<file path="config.mk">
export PLATFORM = sky130hd
export DESIGN_NAME = mul_div_unit_flat
export DESIGN_NICKNAME = d
export VERILOG_FILES = /design/src/rtl/mul_div_unit_if.sv /design/src/rtl/mul_div_unit.sv /design/src/flat_wrapper.sv
export SDC_FILE = /design/constraint.sdc
export NUM_CORES = 1
export LEC_CHECK = 0
export ABC_AREA = 1
export CORE_MARGIN = 10
export CORE_UTILIZATION = 54
export CTS_CLUSTER_DIAMETER = 50
export DETAILED_ROUTE_END_ITERATION = 6
export GPL_TIMING_DRIVEN = 0
export HOLD_SLACK_MARGIN = 0.1
export PLACE_DENSITY = 0.86
export SYNTH_ARGS = -nofsm -noshare
export SYNTH_HDL_FRONTEND = slang
export SYNTH_SLANG_ARGS = --single-unit
</file>
<file path="constraint.sdc">
create_clock -name CLK -period 7.1 [get_ports CLK]
set_clock_uncertainty 0.15 [all_clocks]
set_input_delay 2.13 -clock CLK [delete_from_list [all_inputs] [get_ports CLK]]
set_output_delay 2.13 -clock CLK [all_outputs]
set_load 0.01 [all_outputs]
</file>
<file path="src/rtl/mul_div_unit_if.sv">
// mul_div_unit_if: request, HI/LO write and status signals of the multiply/divide unit.
interface mul_div_unit_if #(parameter int WIDTH = 32);
    logic             start;
    logic [1:0]       op;
    logic [WIDTH-1:0] portA;
    logic [WIDTH-1:0] portB;
    logic             flush;
    logic             wr_hi;
    logic             wr_lo;
    logic [WIDTH-1:0] wdata;
    logic [WIDTH-1:0] hi;
    logic [WIDTH-1:0] lo;
    logic             ready;
    logic             busy;
    logic             done;
    logic             div_zero;
    modport master (output start, op, portA, portB, flush, wr_hi, wr_lo, wdata,
                    input hi, lo, ready, busy, done, div_zero);
    modport slave (input start, op, portA, portB, flush, wr_hi, wr_lo, wdata,
                   output hi, lo, ready, busy, done, div_zero);
endinterface

</file>
<file path="src/rtl/mul_div_unit.sv">
// mul_div_unit: iterative signed/unsigned multiply and divide into HI/LO, one bit per cycle.
module mul_div_unit #(parameter int WIDTH = 32) (
    input logic        CLK,
    input logic        RST,
    mul_div_unit_if.slave bus
);
    localparam int CW = $clog2(WIDTH + 1);
    typedef enum logic [1:0] {IDLE, CALC, FIX} state_t;
    state_t state, state_n;
    logic [CW-1:0] cnt;
    logic [2*WIDTH-1:0] acc, acc_n, prod;
    logic [WIDTH-1:0] b_mag, a_in, b_in, quo, rem, rem_n, diff, hi_r, lo_r, hi_n, lo_n;
    logic [WIDTH:0] sum, shifted;
    logic is_div, q_neg, r_neg, bz, sgn, a_neg, b_neg, lt, accept, fin, done_r, dz_r;

    assign sgn    = !bus.op[0];
    assign a_neg  = sgn && bus.portA[WIDTH-1];
    assign b_neg  = sgn && bus.portB[WIDTH-1];
    assign a_in   = a_neg ? -bus.portA : bus.portA;
    assign b_in   = b_neg ? -bus.portB : bus.portB;
    assign accept = state == IDLE && bus.start && !bus.flush;
    assign fin    = state == FIX && !bus.flush;

    // acc holds {partial product, multiplier} or {remainder, dividend/quotient}
    always_comb begin
        sum     = {1'b0, acc[2*WIDTH-1:WIDTH]} + (acc[0] ? {1'b0, b_mag} : '0);
        shifted = acc[2*WIDTH-1:WIDTH-1];
        lt      = shifted < {1'b0, b_mag};
        diff    = shifted[WIDTH-1:0] - b_mag;
        rem_n   = lt ? shifted[WIDTH-1:0] : diff;
        acc_n   = is_div ? {rem_n, acc[WIDTH-2:0], !lt} : {sum, acc[WIDTH-1:1]};
        quo     = acc[WIDTH-1:0];
        rem     = acc[2*WIDTH-1:WIDTH];
        prod    = q_neg ? -acc : acc;
        hi_n    = is_div ? (r_neg ? -rem : rem) : prod[2*WIDTH-1:WIDTH];
        lo_n    = is_div ? (bz ? '1 : (q_neg ? -quo : quo)) : prod[WIDTH-1:0];
    end

    always_comb begin
        state_n = bus.flush ? IDLE :
                  state == IDLE ? (bus.start ? CALC : IDLE) :
                  state == CALC ? (cnt == '0 ? FIX : CALC) : IDLE;
    end

    always_ff @(posedge CLK or posedge RST) begin
        if (RST) state <= IDLE;
        else     state <= state_n;
    end

    always_ff @(posedge CLK or posedge RST) begin
        if (RST) begin
            cnt    <= '0;
            acc    <= '0;
            b_mag  <= '0;
            is_div <= 1'b0;
            q_neg  <= 1'b0;
            r_neg  <= 1'b0;
            bz     <= 1'b0;
            hi_r   <= '0;
            lo_r   <= '0;
            done_r <= 1'b0;
            dz_r   <= 1'b0;
        end else begin
            done_r <= fin;
            if (accept) begin
                cnt    <= CW'(WIDTH);
                acc    <= {{WIDTH{1'b0}}, a_in};
                b_mag  <= b_in;
                is_div <= bus.op[1];
                q_neg  <= a_neg ^ b_neg;
                r_neg  <= a_neg;
                bz     <= bus.portB == '0;
            end else if (state == CALC && cnt != '0) begin
                cnt <= cnt - 1'b1;
                acc <= acc_n;
            end
            // completion write wins; direct writes only land while idle
            if (fin) begin
                hi_r <= hi_n;
                lo_r <= lo_n;
                dz_r <= is_div && bz;
            end else if (state == IDLE) begin
                if (bus.wr_hi) hi_r <= bus.wdata;
                if (bus.wr_lo) lo_r <= bus.wdata;
            end
        end
    end

    assign bus.hi       = hi_r;
    assign bus.lo       = lo_r;
    assign bus.ready    = state == IDLE;
    assign bus.busy     = state != IDLE;
    assign bus.done     = done_r;
    assign bus.div_zero = dz_r;
endmodule

</file>
<file path="src/flat_wrapper.sv">
// flat-port wrapper written by rule: the top's interface ports become plain ports
module mul_div_unit_flat 
#(parameter int WIDTH = 32)
  (CLK, RST, bus_start, bus_op, bus_portA, bus_portB, bus_flush, bus_wr_hi, bus_wr_lo, bus_wdata, bus_hi, bus_lo, bus_ready, bus_busy, bus_done, bus_div_zero);
  mul_div_unit_if #(.WIDTH(WIDTH)) bus_i ();
  input logic CLK;
  input logic RST;
  input wire logic [$bits(bus_i.start)-1:0] bus_start;
  input wire logic [$bits(bus_i.op)-1:0] bus_op;
  input wire logic [$bits(bus_i.portA)-1:0] bus_portA;
  input wire logic [$bits(bus_i.portB)-1:0] bus_portB;
  input wire logic [$bits(bus_i.flush)-1:0] bus_flush;
  input wire logic [$bits(bus_i.wr_hi)-1:0] bus_wr_hi;
  input wire logic [$bits(bus_i.wr_lo)-1:0] bus_wr_lo;
  input wire logic [$bits(bus_i.wdata)-1:0] bus_wdata;
  output wire logic [$bits(bus_i.hi)-1:0] bus_hi;
  output wire logic [$bits(bus_i.lo)-1:0] bus_lo;
  output wire logic [$bits(bus_i.ready)-1:0] bus_ready;
  output wire logic [$bits(bus_i.busy)-1:0] bus_busy;
  output wire logic [$bits(bus_i.done)-1:0] bus_done;
  output wire logic [$bits(bus_i.div_zero)-1:0] bus_div_zero;
  assign bus_i.start = bus_start;
  assign bus_i.op = bus_op;
  assign bus_i.portA = bus_portA;
  assign bus_i.portB = bus_portB;
  assign bus_i.flush = bus_flush;
  assign bus_i.wr_hi = bus_wr_hi;
  assign bus_i.wr_lo = bus_wr_lo;
  assign bus_i.wdata = bus_wdata;
  assign bus_hi = bus_i.hi;
  assign bus_lo = bus_i.lo;
  assign bus_ready = bus_i.ready;
  assign bus_busy = bus_i.busy;
  assign bus_done = bus_i.done;
  assign bus_div_zero = bus_i.div_zero;
  mul_div_unit #(.WIDTH(WIDTH)) u_core (.CLK(CLK), .RST(RST), .bus(bus_i));
endmodule
</file>
==> reports/results.ini <==
[outcome]
outcome=complete, no violations

[finish]
layout_commonest_cell=nand2_1
n_antenna_cell=0
design_area_mm2=0.0203
syn2layout_area_growth_pct=16.3
fin_cells=3560
fin_nets=3321
layout-drive-gt1-share_pct=3.67
layout_common_cells=nand2_1 (940), inv_1 (436), nor2_1 (314), nand3_1 (273), dfrtp_1 (174)
finish.utilization_pct=64.0

[die]
rows=65
dieHeight_um=200
die_w_um=200
start_util_pct=55.0
die_area_mm2=0.0399
io_pins=172
core-area_mm2=0.0317

[place]
place_hpwl_um=63000
gp_congestion=1.06
dpl.cell_count=3529
placed_area_mm2=0.0197
port_buffers=171

[global_routing]
grt_max_degree=111
gr-total-overflow=0
groute.usage.overall_pct=39.1
grt_antenna_before_repair=0
grt_pass1_vias=20100
grt_pass1_wl_um=117000

[synthesis]
synth_fa_ha_area_share_pct=5.18
synthFlopType=dfrtp_1
yosys_register_bits=174
yosys.cell_types.count=50
synth-compound-area-share_pct=14.2
synth_top_family_by_area=simple AND/OR/NAND/NOR gates
synth-simple-area-share_pct=40.7
synth-xor-area-share_pct=3.21
synth_warnings=0
async_reset_ff_share_pct=100
synth_area_leaders=dfrtp_1 (25%), nand2_1 (20%), inv_1 (9.4%)
synth_mux_area_share_pct=0
synth.avg_cell_area_um2=5.91
yosysSeqAreaShare_pct=25.0
synth_enable_flop_cells=0
yosysTopAreaCell=dfrtp_1
synth_fp_nets=3130
synth_cells=2955
netlist_area_mm2=0.0175
yosys.area.top_type_share_pct=25.0

[critical_path]
critPathKind=in -> reg
r2r_cells=15
critPathTopFamily=buffers and inverters
max_stage_delay_ns=0.82
start_kind=input pin
path_buf_inv=5
critPathSlowestCell=nor3_4
critPathMaxFanout=10
cp.required_ns=7.35
arrival_ns=4.81
crit_chain=clkdlybuf4s50_1, nor3_4, inv_2, buf_2, clkbuf_1, a21oi_1, o22ai_1, inv_1
cp.depth=8
end_kind=flop

[clocking]
cts_hold_buf=0
cts_setup_buffers=0
cts_root_buffer=clkbuf_16
cts.sink_count=174
htree_num_levels=4
cts_buffer_depth=2
clkLatencyLatePin_ns=0.47
cts_resized=0
cts_tree=built
cts.clk_slew.worst_paths_ns=0.07
numCtsBuffers=17

[power]
power.density_mw_per_mm2=362
p_comb_share_pct=60.9
power.share.clock_pct=13.3
ir_drop_mv=0.197
switching_share_pct=56.4
switching_power_w=0.00415
seq_power_share_pct=25.7
power.total_w=0.00736
p_leak_nw=10.3
p_int_w=0.00321

[drt]
drt_iter0_markers=2736
drc=0
wl_um=79000
dr.pass1.iters=7
antenna_left=0
wire_per_inst_um=22.2
viasPerCell=6.03
vias=21500

[run]
maxCapViolations=0

[sta]
max_slew_margin_pct=33.5
worstMarginPinSlew_ns=0.997
period_share_pct=64.2
drv_slew=0
hold_viol_final=0
setup_viol=0
holdWs_ns=0.334
period_minus_slack_ns=4.56
rsz0062_at_grt=no
clock.fmax_mhz=219

[min_path]
hold_depth=2
hold_class=reg -> reg

final timing paths:
kind | startpoint | end | slack [ns]
min | u_core.bus.div_zero | u_core.bus.div_zero | 0.33
max in group asynchronous | RST | u_core.acc[5] | 3.92
min in group asynchronous | RST | u_core.acc[39] | 1.94
max | bus_flush | u_core.acc[17] | 2.54
max reg2reg | u_core.acc[0] | u_core.acc[37] | 3.26
min reg2reg | u_core.bus.div_zero | u_core.bus.div_zero | 0.33
flip-flops by register name, summed over array words and instances, names as in the netlist, 2 cells and up:
name and flops:
u_core.bus.lo 32, u_core.state 2, u_core.bus.hi 32, u_core.cnt 6
u_core.b_mag 32, u_core.acc 64
cell type report:
class | instances | area (um2)
fillers | 2996 | 11400
multi-input cells | 2244 | 11000
flip-flops and latches | 174 | 4350
repair buffers | 172 | 1740
inverters | 451 | 1700
well taps | 402 | 503
clock buffers | 20 | 467
plain buffers | 86 | 369
clock inverters | 11 | 126
synth_stat cells, types with 24 or more instances:
library cell / instances
nand4_1: 40
o21ai_0: 165
a21oi_1: 126
nand2_1: 940
o211ai_1: 24
clkbuf_1: 54
nand3_1: 273
ha_1: 69
nor3_1: 25
nor2_1: 314
inv_1: 437
dfrtp_1: 174
o21ai_1: 24
a31oi_1: 41
xor2_1: 52
tightest hold or removal path: stages, from the launching register on:
cell	delay, ns
dfrtp_1	0.35
nand2_1	0.05
nand2_1	0.05
power groups by stage:
stage	Combinational, W	Sequential, W	Clock [W]
2_1_floorplan	0.00290	0.00157	0
3_3_place_gp	0.00420	0.00182	0
3_5_place_dp	0.00426	0.00184	0
4_1_cts	0.00429	0.00182	0.000968
5_1_grt	0.00490	0.00187	0.00100
6_report	0.00448	0.00189	0.000980
per-layer routing:
layer / routed length, um / vias up / GRT usage, %
li1: - / 9881 / -
met1: 29400 / 9720 / 47.5
met2: 32700 / 1520 / 59.0
met3: 11600 / 344 / 13.6
met4: 5360 / 0 / 23.1
met5: 0 / - / 0
cells by family after synthesis:
family                   after synthesis
AND/OR/NAND/NOR                     1673
flip-flops                           174
AO/OA/AOI/OAI                        436
buffers and inverters                537
XOR/XNOR                              64
adder cells (fa/ha/maj)               71
per-stage QoR:
stage	TNS (ns)	worst slack, ns
floorplan	0	0.103
global placement	-369.43	-2.15
detailed placement	0	2.21
CTS	0	2.66
global route	0	2.42
finish	0	2.54
(Power assumes the default switching activity.)
